==> src/rtl/ctrl_pipe.sv <==
// rtl/ctrl_pipe.sv - control-signal pipeline D->E->M->W with stalls, flushes, load-use and forwarding
//
// Carries a decoded control word plus destination/source registers from decode
// through the E, M and W stages. Each stage has a valid bit, an external stall
// and an external flush. Stalls propagate upstream (W stalls M, M stalls E,
// E stalls decode). A stage below a stalled stage receives a bubble.
//
// Ports:
//   clk, rst                 clock, synchronous active-high reset
//   valid_d, ctrl_d          D-stage valid and decoded control word
//   rd_d, rs_d, rt_d         D-stage destination / source registers
//   use_rs_d, use_rt_d       D-stage instruction really reads rs / rt
//   stall_e/m/w, flush_e/m/w external per-stage stall / flush requests
//   stall_d                  decode must hold this cycle (combinational)
//   load_use                 load in E feeds the instruction in D (combinational)
//   valid/ctrl/rd_e/m/w      per-stage pipeline contents
//   rs_e, rt_e               E-stage source registers
//   fwd_a_e, fwd_b_e         E operand select: 00 regfile, 01 W, 10 M (combinational)
//   retired                  retire counter
//
// Optional feature: define CTRL_PIPE_PERF_EN to build the retire counter;
// otherwise retired is tied to 0.

module ctrl_pipe #(
    parameter int CTRL_W       = 16,
    parameter int REG_W        = 5,
    parameter int MEMTOREG_BIT = 0,
    parameter int REGWRITE_BIT = 1
) (
    input  logic              clk,
    input  logic              rst,
    input  logic              valid_d,
    input  logic [CTRL_W-1:0] ctrl_d,
    input  logic [REG_W-1:0]  rd_d,
    input  logic [REG_W-1:0]  rs_d,
    input  logic [REG_W-1:0]  rt_d,
    input  logic              use_rs_d,
    input  logic              use_rt_d,
    input  logic              stall_e,
    input  logic              stall_m,
    input  logic              stall_w,
    input  logic              flush_e,
    input  logic              flush_m,
    input  logic              flush_w,
    output logic              stall_d,
    output logic              load_use,
    output logic              valid_e,
    output logic              valid_m,
    output logic              valid_w,
    output logic [CTRL_W-1:0] ctrl_e,
    output logic [CTRL_W-1:0] ctrl_m,
    output logic [CTRL_W-1:0] ctrl_w,
    output logic [REG_W-1:0]  rd_e,
    output logic [REG_W-1:0]  rd_m,
    output logic [REG_W-1:0]  rd_w,
    output logic [REG_W-1:0]  rs_e,
    output logic [REG_W-1:0]  rt_e,
    output logic [1:0]        fwd_a_e,
    output logic [1:0]        fwd_b_e,
    output logic [31:0]       retired
);

    // Stage registers and their next-state values
    logic              e_valid_q, e_valid_d;
    logic [CTRL_W-1:0] e_ctrl_q,  e_ctrl_d;
    logic [REG_W-1:0]  e_rd_q,    e_rd_d;
    logic [REG_W-1:0]  e_rs_q,    e_rs_d;
    logic [REG_W-1:0]  e_rt_q,    e_rt_d;
    logic              m_valid_q, m_valid_d;
    logic [CTRL_W-1:0] m_ctrl_q,  m_ctrl_d;
    logic [REG_W-1:0]  m_rd_q,    m_rd_d;
    logic              w_valid_q, w_valid_d;
    logic [CTRL_W-1:0] w_ctrl_q,  w_ctrl_d;
    logic [REG_W-1:0]  w_rd_q,    w_rd_d;

    // Effective stalls: a stalled stage also freezes everything upstream of it
    logic st_w, st_m, st_e;
    assign st_w = stall_w;
    assign st_m = stall_m | st_w;
    assign st_e = stall_e | st_m;

    logic e_load, m_writes, w_writes;
    assign e_load   = e_valid_q & e_ctrl_q[REGWRITE_BIT] & e_ctrl_q[MEMTOREG_BIT];
    assign m_writes = m_valid_q & m_ctrl_q[REGWRITE_BIT];
    assign w_writes = w_valid_q & w_ctrl_q[REGWRITE_BIT];

    assign load_use = valid_d & e_load & (e_rd_q != '0) &
                      ((use_rs_d & (e_rd_q == rs_d)) | (use_rt_d & (e_rd_q == rt_d)));
    assign stall_d  = st_e | load_use;

    // Forwarding: M is younger than W, so it wins when both match
    always_comb begin
        fwd_a_e = 2'b00;
        fwd_b_e = 2'b00;
        if (m_writes && m_rd_q != '0 && m_rd_q == e_rs_q)      fwd_a_e = 2'b10;
        else if (w_writes && w_rd_q != '0 && w_rd_q == e_rs_q) fwd_a_e = 2'b01;
        if (m_writes && m_rd_q != '0 && m_rd_q == e_rt_q)      fwd_b_e = 2'b10;
        else if (w_writes && w_rd_q != '0 && w_rd_q == e_rt_q) fwd_b_e = 2'b01;
    end

    // E stage: a load-use hazard inserts a bubble while decode holds
    always_comb begin
        e_valid_d = e_valid_q;
        e_ctrl_d  = e_ctrl_q;
        e_rd_d    = e_rd_q;
        e_rs_d    = e_rs_q;
        e_rt_d    = e_rt_q;
        if (flush_e || (!st_e && load_use)) begin
            e_valid_d = 1'b0;
            e_ctrl_d  = '0;
            e_rd_d    = '0;
            e_rs_d    = '0;
            e_rt_d    = '0;
        end else if (!st_e) begin
            e_valid_d = valid_d;
            e_ctrl_d  = ctrl_d;
            e_rd_d    = rd_d;
            e_rs_d    = rs_d;
            e_rt_d    = rt_d;
        end
    end

    // M stage: bubble when E is frozen but M is free to move on
    always_comb begin
        m_valid_d = m_valid_q;
        m_ctrl_d  = m_ctrl_q;
        m_rd_d    = m_rd_q;
        if (flush_m || (!st_m && st_e)) begin
            m_valid_d = 1'b0;
            m_ctrl_d  = '0;
            m_rd_d    = '0;
        end else if (!st_m) begin
            m_valid_d = e_valid_q;
            m_ctrl_d  = e_ctrl_q;
            m_rd_d    = e_rd_q;
        end
    end

    // W stage: bubble when M is frozen but W is free to move on
    always_comb begin
        w_valid_d = w_valid_q;
        w_ctrl_d  = w_ctrl_q;
        w_rd_d    = w_rd_q;
        if (flush_w || (!st_w && st_m)) begin
            w_valid_d = 1'b0;
            w_ctrl_d  = '0;
            w_rd_d    = '0;
        end else if (!st_w) begin
            w_valid_d = m_valid_q;
            w_ctrl_d  = m_ctrl_q;
            w_rd_d    = m_rd_q;
        end
    end

    always_ff @(posedge clk) begin
        if (rst) begin
            e_valid_q <= 1'b0;
            e_ctrl_q  <= '0;
            e_rd_q    <= '0;
            e_rs_q    <= '0;
            e_rt_q    <= '0;
            m_valid_q <= 1'b0;
            m_ctrl_q  <= '0;
            m_rd_q    <= '0;
            w_valid_q <= 1'b0;
            w_ctrl_q  <= '0;
            w_rd_q    <= '0;
        end else begin
            e_valid_q <= e_valid_d;
            e_ctrl_q  <= e_ctrl_d;
            e_rd_q    <= e_rd_d;
            e_rs_q    <= e_rs_d;
            e_rt_q    <= e_rt_d;
            m_valid_q <= m_valid_d;
            m_ctrl_q  <= m_ctrl_d;
            m_rd_q    <= m_rd_d;
            w_valid_q <= w_valid_d;
            w_ctrl_q  <= w_ctrl_d;
            w_rd_q    <= w_rd_d;
        end
    end

    assign valid_e = e_valid_q;
    assign ctrl_e  = e_ctrl_q;
    assign rd_e    = e_rd_q;
    assign rs_e    = e_rs_q;
    assign rt_e    = e_rt_q;
    assign valid_m = m_valid_q;
    assign ctrl_m  = m_ctrl_q;
    assign rd_m    = m_rd_q;
    assign valid_w = w_valid_q;
    assign ctrl_w  = w_ctrl_q;
    assign rd_w    = w_rd_q;

`ifdef CTRL_PIPE_PERF_EN
    // An instruction retires when it leaves W, i.e. W is valid and not held
    logic [31:0] retired_q, retired_d;
    assign retired_d = (w_valid_q && !st_w) ? retired_q + 32'd1 : retired_q;

    always_ff @(posedge clk) begin
        if (rst) retired_q <= '0;
        else     retired_q <= retired_d;
    end

    assign retired = retired_q;
`else
    assign retired = '0;
`endif

endmodule

==> config.mk <==
export PLATFORM = sky130hd
export DESIGN_NAME = ctrl_pipe
export DESIGN_NICKNAME = d
export VERILOG_FILES = /design/src/rtl/ctrl_pipe.sv
export SDC_FILE = /design/constraint.sdc
export NUM_CORES = 1
export LEC_CHECK = 0
export CAP_MARGIN = 20
export CELL_PAD_IN_SITES_DETAIL_PLACEMENT = 1
export CELL_PAD_IN_SITES_GLOBAL_PLACEMENT = 2
export CORE_ASPECT_RATIO = 1.25
export CORE_MARGIN = 2
export CORE_UTILIZATION = 26
export CTS_CLUSTER_DIAMETER = 40
export DETAILED_ROUTE_END_ITERATION = 8
export PLACE_DENSITY_LB_ADDON = 0.08
export SLEW_MARGIN = 20
export SYNTH_ARGS = -nofsm -noshare
export SYNTH_HDL_FRONTEND = slang
export SYNTH_SLANG_ARGS = --single-unit
==> constraint.sdc <==
create_clock -name clk -period 3.9 [get_ports clk]
set_input_delay 0.585 -clock clk [delete_from_list [all_inputs] [get_ports clk]]
set_output_delay 0.585 -clock clk [all_outputs]
set_load 0.02 [all_outputs]
==> results.ini <==
[floorplan]
num_io_pins=156
dieArea_mm2=0.0152
rows=48
start_util_pct=26.7
die_w_um=111
core_mm2=0.0139
die_h_um=137

[sta]
setup-tns-final_ns=0
setup_viol=0
rsz0062_at_grt=false
worst_slew_pin_slew_ns=0.755
finalHoldViolations=0
fin_skew_ns=0.00543
hold_ws_ns=0.481
relSlewSlack_pct=49.7
slew_violations=0
min_period_ns=3.29
period_share_pct=84.4
fmax_mhz=304

[logic_synthesis]
synth_area_mm2=0.00370
post-synth-top-count-cell=dfxtp_1
async_flop_share_pct=0
synth_flop_cell=dfxtp_1
ys_seq_elements=76
yosysTopAreaCellShare_pct=41.1
avgSynthCellArea_um2=9.22
yosysSeqAreaShare_pct=41.1
ys_top_cells_by_count=dfxtp_1, nand2_1, buf_4
synth-edff-count=0
synth_cells=402
synth_area_leaders=dfxtp_1, a22o_1, buf_4
yosysWarnings=0
yosysTopAreaCell=dfxtp_1
synth_cell_types=34

[placement]
dp_hpwl_mm=9.20
port_buffers=123
gp_congestion=0.772

[detailed_routing]
drc=0
first_pass_iters=4
vias_per_cell=4.69
vias=3268
wl_per_cell_um=18.3
drt_wl_total_mm=12.8
drtAntennaViolNets=0
drt_iter0_markers=98

[pwr]
p_leak_nw=2.43
powerDensity_mw_per_mm2=358
peakVddDrop_v=0.000167

[worst_hold_path]
holdPathStages=2
hp-start=ctrl_e[10]
hold_end=ctrl_m[10]
worstHoldPathType=flop to flop

[finish]
nets=559
seqCellArea_mm2=0.00152
multi_input_area_mm2=0.00193
layout-drive-gt1-share_pct=6.32
n_antenna_cell=0
areaGrowthSynthToFinish_pct=42.7
fill_cells=1609

[clocking]
cts_resized=0
ctsHtreeMaxLevel=3
post_cts_buffers=0
cts_root_buffer=clkbuf_16
clockBufferDepth=2
cts_made_buffers=9
hold_buffers=0
path_clk_slew_ns=0.06
cts_sinks=76
cts_tree=yes
clk_latency_ns=0.33

[setup_path]
critPathMaxFanout=3
worst_ep_arrival_time_ns=2.71
reg2reg_from=rd_e[1]
r2r_cells=5
r2r-end=rt_e[3]
reg2reg_slack_ns=1.99
endpoint_kind=output pin
critPathKind=input pin to output pin
start_kind=input pin
required_ns=3.31

[grt]
antenna_found_initial=0
grt_max_degree=34
grt_pass1_vias=3366
grt_overflow=0
grt_pass1_wl_mm=19.5
grtUsageTotal_pct=16.5

[outcome]
status=completed

[flow_run]
maxCapViolCount=0

layer usage:
| layer | vias to the layer above | GRT usage [%] | share of wire [%] | wire, um |
|---|---|---|---|---|
| met1 | 1591 | 19.2 | 41 | 5300 |
| met4 | 0 | 6.04 | 1.6 | 206 |
| met3 | 12 | 4.05 | 5.5 | 702 |
| met5 | - | 0 | 0 | 0 |
| li1 | 1567 | - | - | - |
| met2 | 98 | 29.6 | 51 | 6560 |
kinds of logic (layout without fill, tap and decap cells):
family	Yosys count	count (layout)	share of synthesized area (%)
other	1	32	0.101
and+or+nand+nor	120	120	16.4
xor gates and xnor gates	30	30	7.09
muxes	22	22	5.94
AOI/OAI and AO/OA	93	93	19.0
buffers and inverters	60	149	10.4
DFF	76	76	41.1
power breakdown:
group          total [W]  internal, W  leakage [nW]  switching [W]
clock network   0.000894     0.000561         0.149       0.000334
logic           0.000193    0.0000844          1.67       0.000108
registers       0.000803     0.000786         0.614      0.0000169
final cells by class:
cell class / count / share of cell area [%]
multi-input cells: 297 / 36.4
flip-flops and latches: 76 / 28.8
repair buffers: 132 / 24.6
clock buffers: 10 / 4.33
well taps: 175 / 4.14
clock inverters: 6 / 1.68
inverters: 1 / 0.0710
state kept, by name (all words and copies together), names as in the netlist:
signal / count
ctrl_w: 16
rt_e: 5
ctrl_m: 16
valid_e: 1
valid_m: 1
rd_e: 5
valid_w: 1
rd_m: 5
rd_w: 5
rs_e: 5
ctrl_e: 16
layout by cell type, fill, tap and decap left out, drive strengths merged:
cell,synthesis,routed
nor2,26,26
buf,41,9
a21oi,22,22
nor4,6,6
nand2,44,44
a22o,32,32
or4,5,5
a32oi,1,1
clkinv,0,2
o21ai,3,3
a211o,1,1
o211ai,2,2
a21o,32,32
nor3,2,2
xnor2,8,8
inv,1,1
and4,1,1
nand3,2,2
and2,1,1
dfxtp,76,76
clkinvlp,0,2
bufinv,0,2
mux2i,22,22
clkbuf,18,10
or2,1,1
xor2,22,22
clkdlybuf4s50,0,123
conb,1,32
and3,32,32
worst max-delay path by stage:
stage	startpoint	to	slack (ns)	cells after the start
6_report	rs_d[1]	stall_d	0.61	6
2_1_floorplan	rs_d[2]	stall_d	1.39	5
5_1_grt	rs_d[2]	stall_d	0.47	6
3_3_place_gp	rs_d[2]	stall_d	0.68	6
4_1_cts	rs_d[1]	stall_d	0.57	6
3_5_place_dp	rs_d[1]	stall_d	0.60	6
metrics by stage:
stage                     area [um2]  worst slack, ns  total power (W)  cells  utilization [%]
after floorplan                 3820             1.39         0.000944    433                -
after global placement          4970            0.682          0.00101    681             35.8
after detailed placement        4970            0.603          0.00101    681             35.8
after CTS                       5290            0.574          0.00192    697             38.1
after global routing            5290            0.471          0.00197    697             38.1
final                           5290            0.607          0.00189    697             38.1
worst max-delay path: stages:
cell,delay [ns]
clkdlybuf4s50_1,0.44
xor2_1,0.17
nor4_1,0.35
a32oi_2,0.24
o21ai_0,0.26
clkdlybuf4s50_1,0.65
Power figures use the tool's default switching activity.
